--- src/rtl/imem_load_ctrl.sv ---
// Instruction-memory access controller: shares the bank address bus between fetch and a byte-serial loader.
// Fetch latency 1 cycle, pipelined; loader writes in the accept cycle. Fetch is stalled (refused) while loading.
// Loader is backpressured only outside LOAD; ld_valid gaps simply pause the counters.
module imem_load_ctrl #(
    parameter int DEPTH_W = 8
) (
    input  logic               clk,
    input  logic               rst_n,
    input  logic               load_start,
    input  logic [DEPTH_W:0]   load_len,
    input  logic               load_abort,
    input  logic               ld_valid,
    input  logic [7:0]         ld_byte,
    output logic               ld_ready,
    output logic               load_busy,
    output logic               load_done,
    output logic               load_err,
    input  logic               fetch_req,
    input  logic [31:0]        fetch_pc,
    output logic               fetch_valid,
    output logic [31:0]        fetch_instr,
    output logic               fetch_misalign,
    output logic               fetch_stall,
    output logic [DEPTH_W-1:0] bank_addr,
    output logic [3:0]         bank_we,
    output logic [7:0]         bank_wdata,
    input  logic [31:0]        bank_rdata
);

    typedef enum logic {IDLE, LOAD} state_t;

    localparam logic [DEPTH_W:0] MAX_LEN = {1'b1, {DEPTH_W{1'b0}}};

    state_t           state_q, state_d;
    logic [DEPTH_W:0] len_q, len_d;
    logic [DEPTH_W:0] word_q, word_d;
    logic [1:0]       lane_q, lane_d;
    logic             done_q, done_d;
    logic             err_q, err_d;
    logic             fvalid_q, fvalid_d;
    logic [31:0]      finstr_q, finstr_d;
    logic             fmis_q, fmis_d;

    // Only the word-address bits of the PC select a bank entry; the rest wrap.
    logic unused_pc_hi;
    assign unused_pc_hi = ^fetch_pc[31:DEPTH_W+2];

    assign bank_wdata     = ld_byte;
    assign load_done      = done_q;
    assign load_err       = err_q;
    assign fetch_valid    = fvalid_q;
    assign fetch_instr    = finstr_q;
    assign fetch_misalign = fmis_q;

    always_comb begin
        state_d     = state_q;
        len_d       = len_q;
        word_d      = word_q;
        lane_d      = lane_q;
        done_d      = 1'b0;
        err_d       = 1'b0;
        fvalid_d    = 1'b0;
        finstr_d    = finstr_q;
        fmis_d      = fmis_q;
        ld_ready    = 1'b0;
        load_busy   = 1'b0;
        fetch_stall = 1'b0;
        bank_we     = 4'b0000;
        bank_addr   = fetch_pc[DEPTH_W+1:2];

        case (state_q)
            IDLE: begin
                if (fetch_req) begin
                    fvalid_d = 1'b1;
                    finstr_d = bank_rdata;
                    fmis_d   = |fetch_pc[1:0];
                end
                if (load_start) begin
                    if (load_len == '0) begin
                        done_d = 1'b1;
                    end else begin
                        state_d = LOAD;
                        len_d   = (load_len > MAX_LEN) ? MAX_LEN : load_len;
                        word_d  = '0;
                        lane_d  = 2'd0;
                    end
                end
            end
            LOAD: begin
                ld_ready    = 1'b1;
                load_busy   = 1'b1;
                fetch_stall = fetch_req;
                bank_addr   = word_q[DEPTH_W-1:0];
                if (ld_valid) begin
                    bank_we = 4'(1) << lane_q;
                    lane_d  = lane_q + 2'd1;
                    if (lane_q == 2'd3) begin
                        word_d = word_q + 1'b1;
                        if (word_q == len_q - 1'b1) begin
                            state_d = IDLE;
                            done_d  = 1'b1;
                        end
                    end
                end
                // Abort wins over a coincident completion; the accepted byte is still written.
                if (load_abort) begin
                    state_d = IDLE;
                    err_d   = 1'b1;
                    done_d  = 1'b0;
                end
            end
            default: state_d = IDLE;
        endcase
    end

    always_ff @(posedge clk or negedge rst_n) begin
        if (!rst_n) begin
            state_q  <= IDLE;
            len_q    <= '0;
            word_q   <= '0;
            lane_q   <= 2'd0;
            done_q   <= 1'b0;
            err_q    <= 1'b0;
            fvalid_q <= 1'b0;
            finstr_q <= '0;
            fmis_q   <= 1'b0;
        end else begin
            state_q  <= state_d;
            len_q    <= len_d;
            word_q   <= word_d;
            lane_q   <= lane_d;
            done_q   <= done_d;
            err_q    <= err_d;
            fvalid_q <= fvalid_d;
            finstr_q <= finstr_d;
            fmis_q   <= fmis_d;
        end
    end

endmodule
--- config.mk ---
export PLATFORM = sky130hd
export DESIGN_NAME = imem_load_ctrl
export DESIGN_NICKNAME = d
export VERILOG_FILES = /design/src/rtl/imem_load_ctrl.sv
export SDC_FILE = /design/constraint.sdc
export NUM_CORES = 1
export LEC_CHECK = 0
export ABC_AREA = 1
export CAP_MARGIN = 10
export CORE_UTILIZATION = 44
export DETAILED_ROUTE_END_ITERATION = 10
export MAX_ROUTING_LAYER = met4
export PLACE_DENSITY = 0.86
export SYNTH_ARGS = -nofsm -noshare
export SYNTH_HDL_FRONTEND = slang
export SYNTH_SLANG_ARGS = --single-unit
export TNS_END_PERCENT = 100
--- constraint.sdc ---
create_clock -name clk -period 3.8 [get_ports clk]
set_clock_uncertainty 0.1 [all_clocks]
set_input_delay 0.38 -clock clk [delete_from_list [all_inputs] [get_ports clk]]
set_output_delay 0.38 -clock clk [all_outputs]
set_load 0.05 [all_outputs]
======== After elaboration in Yosys (flattened, before gate mapping) ========
Index checks and enable logic that the tools add are counted.
word-level totals
  bits of input ports ..................... 87
  bits in registers ....................... 57
  output and inout port bits .............. 59
  word-level logic and storage cells ...... 61
operators by class
  eq/ne operators ......................... 6
  mux-type cells .......................... 33
  add/subtract/negate cells ............... 3
  shifts and indexed selects .............. 1
  reductions and logical operators ........ 6
  bitwise logic cells ..................... 2
  order comparisons ....................... 1
operator list
  cell                                                   number
  2-to-1 mux 9 bit                                       5
  2-to-1 mux 1 bit                                       18
  one-hot mux 9 bit (2 select lines)                     1
  adder 9 x 1 -> 9 bit, second input constant            1
  equality test 9 bit                                    1
  > comparator 9 bit, second input constant              1
  zero test 9 bit                                        1
  subtractor 9 x 1 -> 9 bit, second input constant       1
  2-to-1 mux 4 bit                                       2
  2-to-1 mux 8 bit                                       1
  2-to-1 mux 2 bit                                       3
  inequality test 2 bit, second input constant           3
  AND reduction 3 bit                                    2
  one-hot mux 1 bit (2 select lines)                     2
  one-hot mux 2 bit (2 select lines)                     1
  AND reduction 4 bit                                    1
  left shift 1 x 2 -> 4 bit, first input constant        1
  adder 2 x 1 -> 2 bit, second input constant            1
  equality test 2 bit, second input constant             1
  inequality test 2 x 1 -> 1 bit, second input constant  1
  NOT 1 bit                                              2
  AND reduction 2 bit                                    1
  OR reduction 2 bit                                     1

======== Longest topological paths before layout ========
Gate-level depths: netlist of run 1.
  depth after elaboration ................. 7
  gate-level depth with buffers ........... 12

======== Least setup slack after synthesis of run 1 ========
OpenSTA, ideal clock, no wires.
  path kind ............................... register to output
  start point ............................. reg state_q
  end point ............................... out bank_addr[3]
  buffers on the path ..................... 2
  stages on the path, launching flop included .. 5
  path slack .............................. 1.041 ns
  arrival ................................. 2.279 ns
  data required time ...................... 3.320 ns
  cell sequence ........................... dfrtp_1 -> inv_1 -> clkbuf_1 -> clkbuf_1 -> o21ai_0
on the way
  longest elaborated chain between the ends .. 1
ends and longest elaborated chain
  element                 line  text
  start, declared         34    state_t state_q, state_d;
  start signal, assigned  128   state_q <= state_d;
  2-to-1 mux 8 bit        71    case (state_q)
  end, declared           24    output logic [DEPTH_W-1:0] bank_addr,
No other way between the ends.

======== Worst setup path after layout of run 1 ========
  start point ............................. reg state_q
  end point ............................... out bank_addr[0]
The elaborated chain is that of the path after synthesis.

==> flow_summary.rst, run 1 <==
.. list-table::
   :header-rows: 1

   * - Metric
     - Value
   * - Input/output buffers
     - 107
   * - Leakage component of the power
     - 2.10 nW
   * - Number of clock sinks
     - 57
   * - Vias
     - 2854
   * - Antenna violations before repair
     - 0
   * - WL final
     - 7440 um
   * - Unrepaired setup endpoints after global routing
     - no
   * - Growth of design area from synthesis to finish
     - 40.4%
   * - Headroom to the max-slew limit
     - 0.391
   * - Routed length per instance
     - 12.7 um
   * - Slowest cell on the critical path
     - sky130_fd_sc_hd__clkdlybuf4s50_1
   * - Largest net degree at the start of global routing
     - 38
   * - Diode insertion count for antenna repair
     - 0
   * - Via density per instance
     - 4.89
   * - Setup WS pre-CTS
     - 1.23 ns
   * - Maximum level of the CTS H-tree
     - 3
   * - Final weighted congestion in routability-driven placement
     - 0.885
   * - Number of hold-repair buffers added at the cts stage
     - 0
   * - Number of failing hold endpoints at the final stage
     - 0
   * - Number of DRC markers after the initial detailed-route iteration
     - 137
   * - Arrival time reported for the critical path endpoint
     - 2.41 ns
   * - Clock transition at the registers of the reported paths
     - 0.07 ns
   * - Synth cell types
     - 26
   * - Stage delay of the slowest cell on the critical path
     - 0.81 ns
   * - Sequence of cells on the critical path
     - inv_1, nor2_1, nor2_1, clkdlybuf4s50_1
   * - Most frequently used cell type in the post-synthesis netlist
     - sky130_fd_sc_hd__nand2_1
   * - Count of endpoints failing setup in the final report
     - 0
   * - Data required, critical path
     - 3.32 ns
   * - Maximum fanout along the worst path
     - 21
   * - Library cell occupying the most area in the post-synthesis netlist
     - sky130_fd_sc_hd__dfrtp_1
   * - Max Buffers Root-to-Sink
     - 2
   * - Global-route wire length before repair
     - 12500 um
   * - Net count, final
     - 596
   * - Die ar.
     - 0.00722 mm^2
   * - Remaining antenna violation count after routing
     - 0
   * - Sequential cell area fraction in the yosys report
     - 0.471
   * - Total power per unit cell area
     - 549 mW/mm^2
   * - Row count
     - 29
   * - Final period demand of the worst path
     - 2.89 ns
   * - Total core area
     - 0.00649 mm^2
   * - CTS buffer count
     - 9
   * - Number of global-route vias before repair
     - 2832
   * - Placed wire-length estimate
     - 5430 um
   * - Worst hold slack
     - 0.0407 ns
   * - Share of post-route cells with drive strength above 1
     - 0.0671
   * - Initial standard-cell utilization of the core
     - 0.466
   * - Worst setup EP type
     - primary output
   * - Buffers inserted by post-CTS timing repair
     - 0
   * - Worst setup SP type
     - flop
   * - Period utilization
     - 0.759
   * - Clock insertion delay at the later pin of the skew report
     - 0.34 ns
   * - Top Ports
     - 146
   * - Synthesized area divided by synthesized cell count
     - 7.48 um^2
   * - Final number of max-transition violations
     - 0
   * - Clock Tree Root
     - sky130_fd_sc_hd__clkbuf_8
   * - Overall global routing resource usage
     - 0.227
   * - Cell count after synthesis
     - 405
   * - Number of warning messages in the yosys log
     - 0
   * - DRC violations left
     - 7
   * - Number of gates resized after CTS
     - 0
   * - Top-area cell type share of the netlist area
     - 0.471
   * - Most frequent cell on the critical path
     - sky130_fd_sc_hd__nor2_1
   * - Smallest setup slack after layout
     - 0.914 ns
   * - Mapped cell area
     - 0.00303 mm^2
   * - Max Cap Viol
     - 0
   * - Peak supply drop
     - 365 uV
   * - Summed negative setup slack over all endpoints
     - 0 ns
   * - Number of synthesized flops with an enable pin
     - 0
   * - Fmax
     - 0.347 GHz
   * - Post-Layout Cell Count
     - 584
   * - Share of the core filled with cells in the final layout
     - 0.654
   * - Post-synth top flop
     - sky130_fd_sc_hd__dfrtp_1
   * - Total of fill cells in the finished design
     - 524
   * - Total grt overflow
     - 0
   * - Worst Path Class, Setup
     - reg2out
   * - # placed instances
     - 569
   * - Leading post-synthesis cells by cell area
     - sky130_fd_sc_hd__dfrtp_1 (47%), sky130_fd_sc_hd__nand2_1 (22%), sky130_fd_sc_hd__inv_1 (4.5%)
   * - Number of iterations in the first detailed-routing pass
     - 8
   * - Failing checks
     - DRC
   * - Async SR Flop Fraction
     - 1.00
   * - Number of synthesized register bits
     - 57
   * - Vertical die dimension
     - 85.0 um
   * - Min-delay worst type
     - in2async
   * - Number of nets produced by synthesis
     - 498
   * - Actual transition at the worst max-transition pin
     - 0.912 ns
   * - Result of the run
     - complete, but fails checks
   * - Register-to-register setup slack
     - 1.26 ns
   * - Most common library cells after synthesis
     - sky130_fd_sc_hd__nand2_1 (178), sky130_fd_sc_hd__dfrtp_1 (57), sky130_fd_sc_hd__inv_1 (36)
   * - CTS tree
     - done
   * - Width of the die
     - 85.0 um
==> registers in the layout, summed over array words and instances, names as in the netlist <==
register        cells
word_q              9
load_err            1
load_done           1
fetch_instr        32
fetch_valid         1
lane_q              2
state_q             1
fetch_misalign      1
len_q               9
==> per-stage QoR <==
stage,instance area [um^2],total power (W)
3_5_place_dp,4070,0.00182
3_3_place_gp,4070,0.00179
4_1_cts,4250,0.00234
2_1_floorplan,3030,0.00149
6_report,4250,0.00233
5_1_grt,4250,0.00248
==> area by class of cell <==
| class | count | area (um^2) | area share |
|---|---|---|---|
| clock inverters | 3 | 15.0 | 0.00353 |
| well taps | 77 | 96.3 | 0.0227 |
| multi-input cells | 288 | 1320 | 0.311 |
| repair buffers | 109 | 1080 | 0.254 |
| inverters | 38 | 143 | 0.0336 |
| clock buffers | 12 | 165 | 0.0389 |
| flip-flops and latches | 57 | 1430 | 0.336 |
==> placed cells by master, fill, tap and decap left out, types with 2 or more instances in the layout <==
cell type and n:
sky130_fd_sc_hd__nand2_4 2, sky130_fd_sc_hd__nor2_2 3, sky130_fd_sc_hd__clkbuf_8 12, sky130_fd_sc_hd__ha_1 6, sky130_fd_sc_hd__xor2_1 7, sky130_fd_sc_hd__o21ai_2 2
sky130_fd_sc_hd__clkinv_2 3, sky130_fd_sc_hd__nor2_1 26, sky130_fd_sc_hd__nand2_1 178, sky130_fd_sc_hd__clkdlybuf4s50_1 106, sky130_fd_sc_hd__dfrtp_1 57, sky130_fd_sc_hd__inv_1 36
sky130_fd_sc_hd__o21ai_0 18, sky130_fd_sc_hd__or2_2 3, sky130_fd_sc_hd__nand3_2 3, sky130_fd_sc_hd__nand3_1 23, sky130_fd_sc_hd__o21ai_1 8, sky130_fd_sc_hd__buf_4 2
sky130_fd_sc_hd__a21oi_1 4
==> worst paths after layout <==
kind,startpoint,depth (start not counted),to
worst max-delay path,state_q,4,bank_addr[0]
worst min-delay path,rst_n,1,word_q[7]
worst max register to register,state_q,6,fetch_instr[25]
worst min register to register,fetch_instr[20],2,fetch_instr[20]
max in group asynchronous,rst_n,2,state_q
min in group clk,fetch_instr[20],2,fetch_instr[20]
==> critical path, delay by kind of cell (launching register included) <==
family | cells | cell delay (ns)
buf+inv | 2 | 1.31
flops | 1 | 0.52
simple gates | 2 | 0.23
==> cells by family after synthesis <==
kind of cell | share of synthesized area
compound gates | 0.0579
xor+xnor | 0.0231
fa+ha+maj | 0.0248
buf+inv | 0.0917
flops | 0.471
simple gates | 0.331
==> layer usage <==
layer	wire, um	vias to the layer above	track usage	share of wire
li1	-	1425	-	-
met3	652	12	0.0768	0.088
met5	0	-	-	0
met4	126	0	0.0940	0.017
met2	3640	109	0.385	0.49
met1	3020	1308	0.242	0.41
==> report_power, final <==
group,switching (W),leakage (nW),internal (W)
clock,0.000242,0.0980,0.000283
sequential,0.0000946,0.723,0.000721
combinational,0.000653,1.28,0.000342
total,0.000989,2.10,0.00134
Note: power is estimated with default switching activity, not from simulation.
==> run 2: changes to the inputs <==
- CORE_UTILIZATION: 44 -> 37
- PLACE_DENSITY: 0.86 -> 0.77
- clock period: 3.8 -> 2.4 ns (I/O delays scaled with it)
==> run 2 against run 1 <==
  * The run now ends clean
  * Clock power is 76% higher
  * Register-to-register slack worse by 0.71 ns
  * Global-route usage fell by 2.7 points
  * Hold slack better by 0.29 ns
  * Worst setup slack worse by 0.62 ns
  * Utilization fell by 9.0 points
  * Critical endpoint is now bank_addr[1]
  * Largest cell class unchanged
  * Largest power group unchanged
==> flow_summary.rst, run 2 (synthesis gave the netlist of run 1 again) <==
.. list-table::
   :header-rows: 1

   * - Metric
     - Value
   * - Via density per instance
     - 4.69
   * - Maximum fanout along the worst path
     - 15
   * - CTS buffer count
     - 9
   * - Largest delay share family, worst path
     - buffers and inverters
   * - Number of gates resized after CTS
     - 0
   * - Largest register FFs
     - 32
   * - Min-delay worst type
     - in2reg
   * - Data required, critical path
     - 2.06 ns
   * - Worst hold slack
     - 0.335 ns
   * - Number of global-route vias before repair
     - 2866
   * - Final weighted congestion in routability-driven placement
     - 0.877
   * - Overall global routing resource usage
     - 0.199
   * - Input/output buffers
     - 107
   * - Worst hold path stage count
     - 3
   * - Capture instance of the worst register-to-register path
     - state_q
   * - Clock insertion delay at the later pin of the skew report
     - 0.33 ns
   * - Result of the run
     - completed
   * - Headroom to the max-slew limit
     - 0.541
   * - Vertical die dimension
     - 92.5 um
   * - Leading cell type in the layout, fill and taps excluded
     - sky130_fd_sc_hd__nand2_1
   * - Growth of design area from synthesis to finish
     - 45.5%
   * - Clock Tree Root
     - sky130_fd_sc_hd__clkbuf_8
   * - Max Cap Viol
     - 0
   * - Number of cells traversed by the worst register-to-register path
     - 11
   * - Fmax
     - 0.476 GHz
   * - Antenna violations before repair
     - 0
   * - DRC violations left
     - 0
   * - Worst-case hold path end point
     - fetch_instr[25]
   * - Total power per unit cell area
     - 876 mW/mm^2
   * - Arrival time reported for the critical path endpoint
     - 1.76 ns
   * - Total grt overflow
     - 0
   * - Placed Instance Area
     - 0.00419 mm^2
   * - Number of clock sinks
     - 57
   * - Summed negative setup slack over all endpoints
     - 0 ns
   * - Remaining antenna violation count after routing
     - 0
   * - CTS tree
     - done
   * - Share of post-route cells with drive strength above 1
     - 0.0996
   * - Initial standard-cell utilization of the core
     - 0.388
   * - Net count, final
     - 600
   * - Slowest cell on the critical path
     - sky130_fd_sc_hd__dfrtp_1
   * - Largest net degree at the start of global routing
     - 35
   * - Width of the die
     - 92.5 um
   * - Die ar.
     - 0.00855 mm^2
   * - Number of DRC markers after the initial detailed-route iteration
     - 104
   * - Total core area
     - 0.00781 mm^2
   * - Worst min-delay path startpoint
     - bank_rdata[25]
   * - Routed length per instance
     - 12.5 um
   * - Smallest setup slack after layout
     - 0.299 ns
   * - Setup WS pre-CTS
     - 0.572 ns
   * - Max Buffers Root-to-Sink
     - 2
   * - Leakage component of the power
     - 2.18 nW
   * - Number of failing hold endpoints at the final stage
     - 0
   * - Worst setup EP type
     - primary output
   * - Worst setup SP type
     - flop
   * - Peak supply drop
     - 527 uV
   * - Finished layout cell area
     - 0.00441 mm^2
   * - Final period demand of the worst path
     - 2.10 ns
   * - Worst Path Class, Setup
     - reg2out
   * - Unrepaired setup endpoints after global routing
     - no
   * - Period utilization
     - 0.875
   * - Stage delay of the slowest cell on the critical path
     - 0.43 ns
   * - Actual transition at the worst max-transition pin
     - 0.689 ns
   * - Commonest cells after routing, fill and taps aside
     - sky130_fd_sc_hd__nand2_1 (178), sky130_fd_sc_hd__clkdlybuf4s50_1 (93), sky130_fd_sc_hd__dfrtp_1 (57)
   * - Sequence of cells on the critical path
     - inv_1, buf_4, nand2_1, o21ai_0, buf_12
   * - Clock transition at the registers of the reported paths
     - 0.07 ns
   * - Buffers plus inverters on the worst setup path
     - 3
   * - Placed wire-length estimate
     - 5660 um
   * - Count of endpoints failing setup in the final report
     - 0
   * - Diode insertion count for antenna repair
     - 0
   * - Reg area
     - 0.00143 mm^2
   * - Global-route wire length before repair
     - 13000 um
   * - WL final
     - 7680 um
   * - Top Ports
     - 146
   * - Origin of the critical flop-to-flop path
     - len_q[0]
   * - Area occupied by multi-input gates
     - 0.00132 mm^2
   * - Row count
     - 32
   * - Number of iterations in the first detailed-routing pass
     - 4
   * - Total of fill cells in the finished design
     - 705
   * - Vias
     - 2877
   * - Maximum level of the CTS H-tree
     - 3
   * - Final number of max-transition violations
     - 0
   * - Register-to-register setup slack
     - 0.55 ns
==> run 2: power by group <==
part	switching (W)	internal (W)
sequential	0.000148	0.00114
clock	0.000388	0.000532
combinational	0.00106	0.000588
total	0.00160	0.00226
==> run 2: area by class of cell <==
type                            count  share of cell area
Sequential cell                    57               0.324
Multi-Input combinational cell    288               0.300
Timing Repair Buffer              113               0.268
Clock buffer                       11              0.0344
Inverter                           38              0.0324
Tap cell                          102              0.0290
Clock inverter                      5              0.0122
==> run 2: worst max-delay path by stage <==
stage          cells past startpoint      endpoint        start
6_report                           5  bank_addr[1]      state_q
3_5_place_dp                      11       state_q     len_q[0]
3_3_place_gp                       9      len_q[6]  load_len[7]
2_1_floorplan                      4  bank_addr[3]      state_q
5_1_grt                            5  bank_addr[1]      state_q
4_1_cts                            5  bank_addr[1]      state_q
==> run 2: worst register-to-register path, stage by stage (launching register included) <==
cell and delay (ns):
sky130_fd_sc_hd__dfrtp_1 0.42, sky130_fd_sc_hd__inv_1 0.15, sky130_fd_sc_hd__ha_1 0.27, sky130_fd_sc_hd__nand2_1 0.10, sky130_fd_sc_hd__nor2_1 0.15, sky130_fd_sc_hd__nand2_1 0.07, sky130_fd_sc_hd__a21oi_1 0.12, sky130_fd_sc_hd__nand2_1 0.06
sky130_fd_sc_hd__nor2_1 0.13, sky130_fd_sc_hd__nand2_1 0.07, sky130_fd_sc_hd__nand2_1 0.06, sky130_fd_sc_hd__nand2_1 0.04
==> run 2: through the flow <==
step / total power (W) / std cells / utilization
after floorplan: 0.00237 / 405 / -
after global placement: 0.00291 / 597 / 0.537
after detailed placement: 0.00295 / 597 / 0.537
after CTS: 0.00389 / 614 / 0.564
after global routing: 0.00408 / 614 / 0.564
final: 0.00386 / 614 / 0.564
==> run 2: repair_timing <==
action	4_1_cts	5_1_grt
setup endpoints to repair	0	0
endpoints found under the hold margin	27	0
setup buffers	0	0
hold buffers	1	0
==> run 2: metal layers <==
layer / GRT usage / vias to the layer above / wire, um
met4: 0.0872 / 0 / 146
li1: - / 1435 / -
met1: 0.222 / 1304 / 3210
met5: - / - / 0
met3: 0.0567 / 19 / 641
met2: 0.333 / 119 / 3680
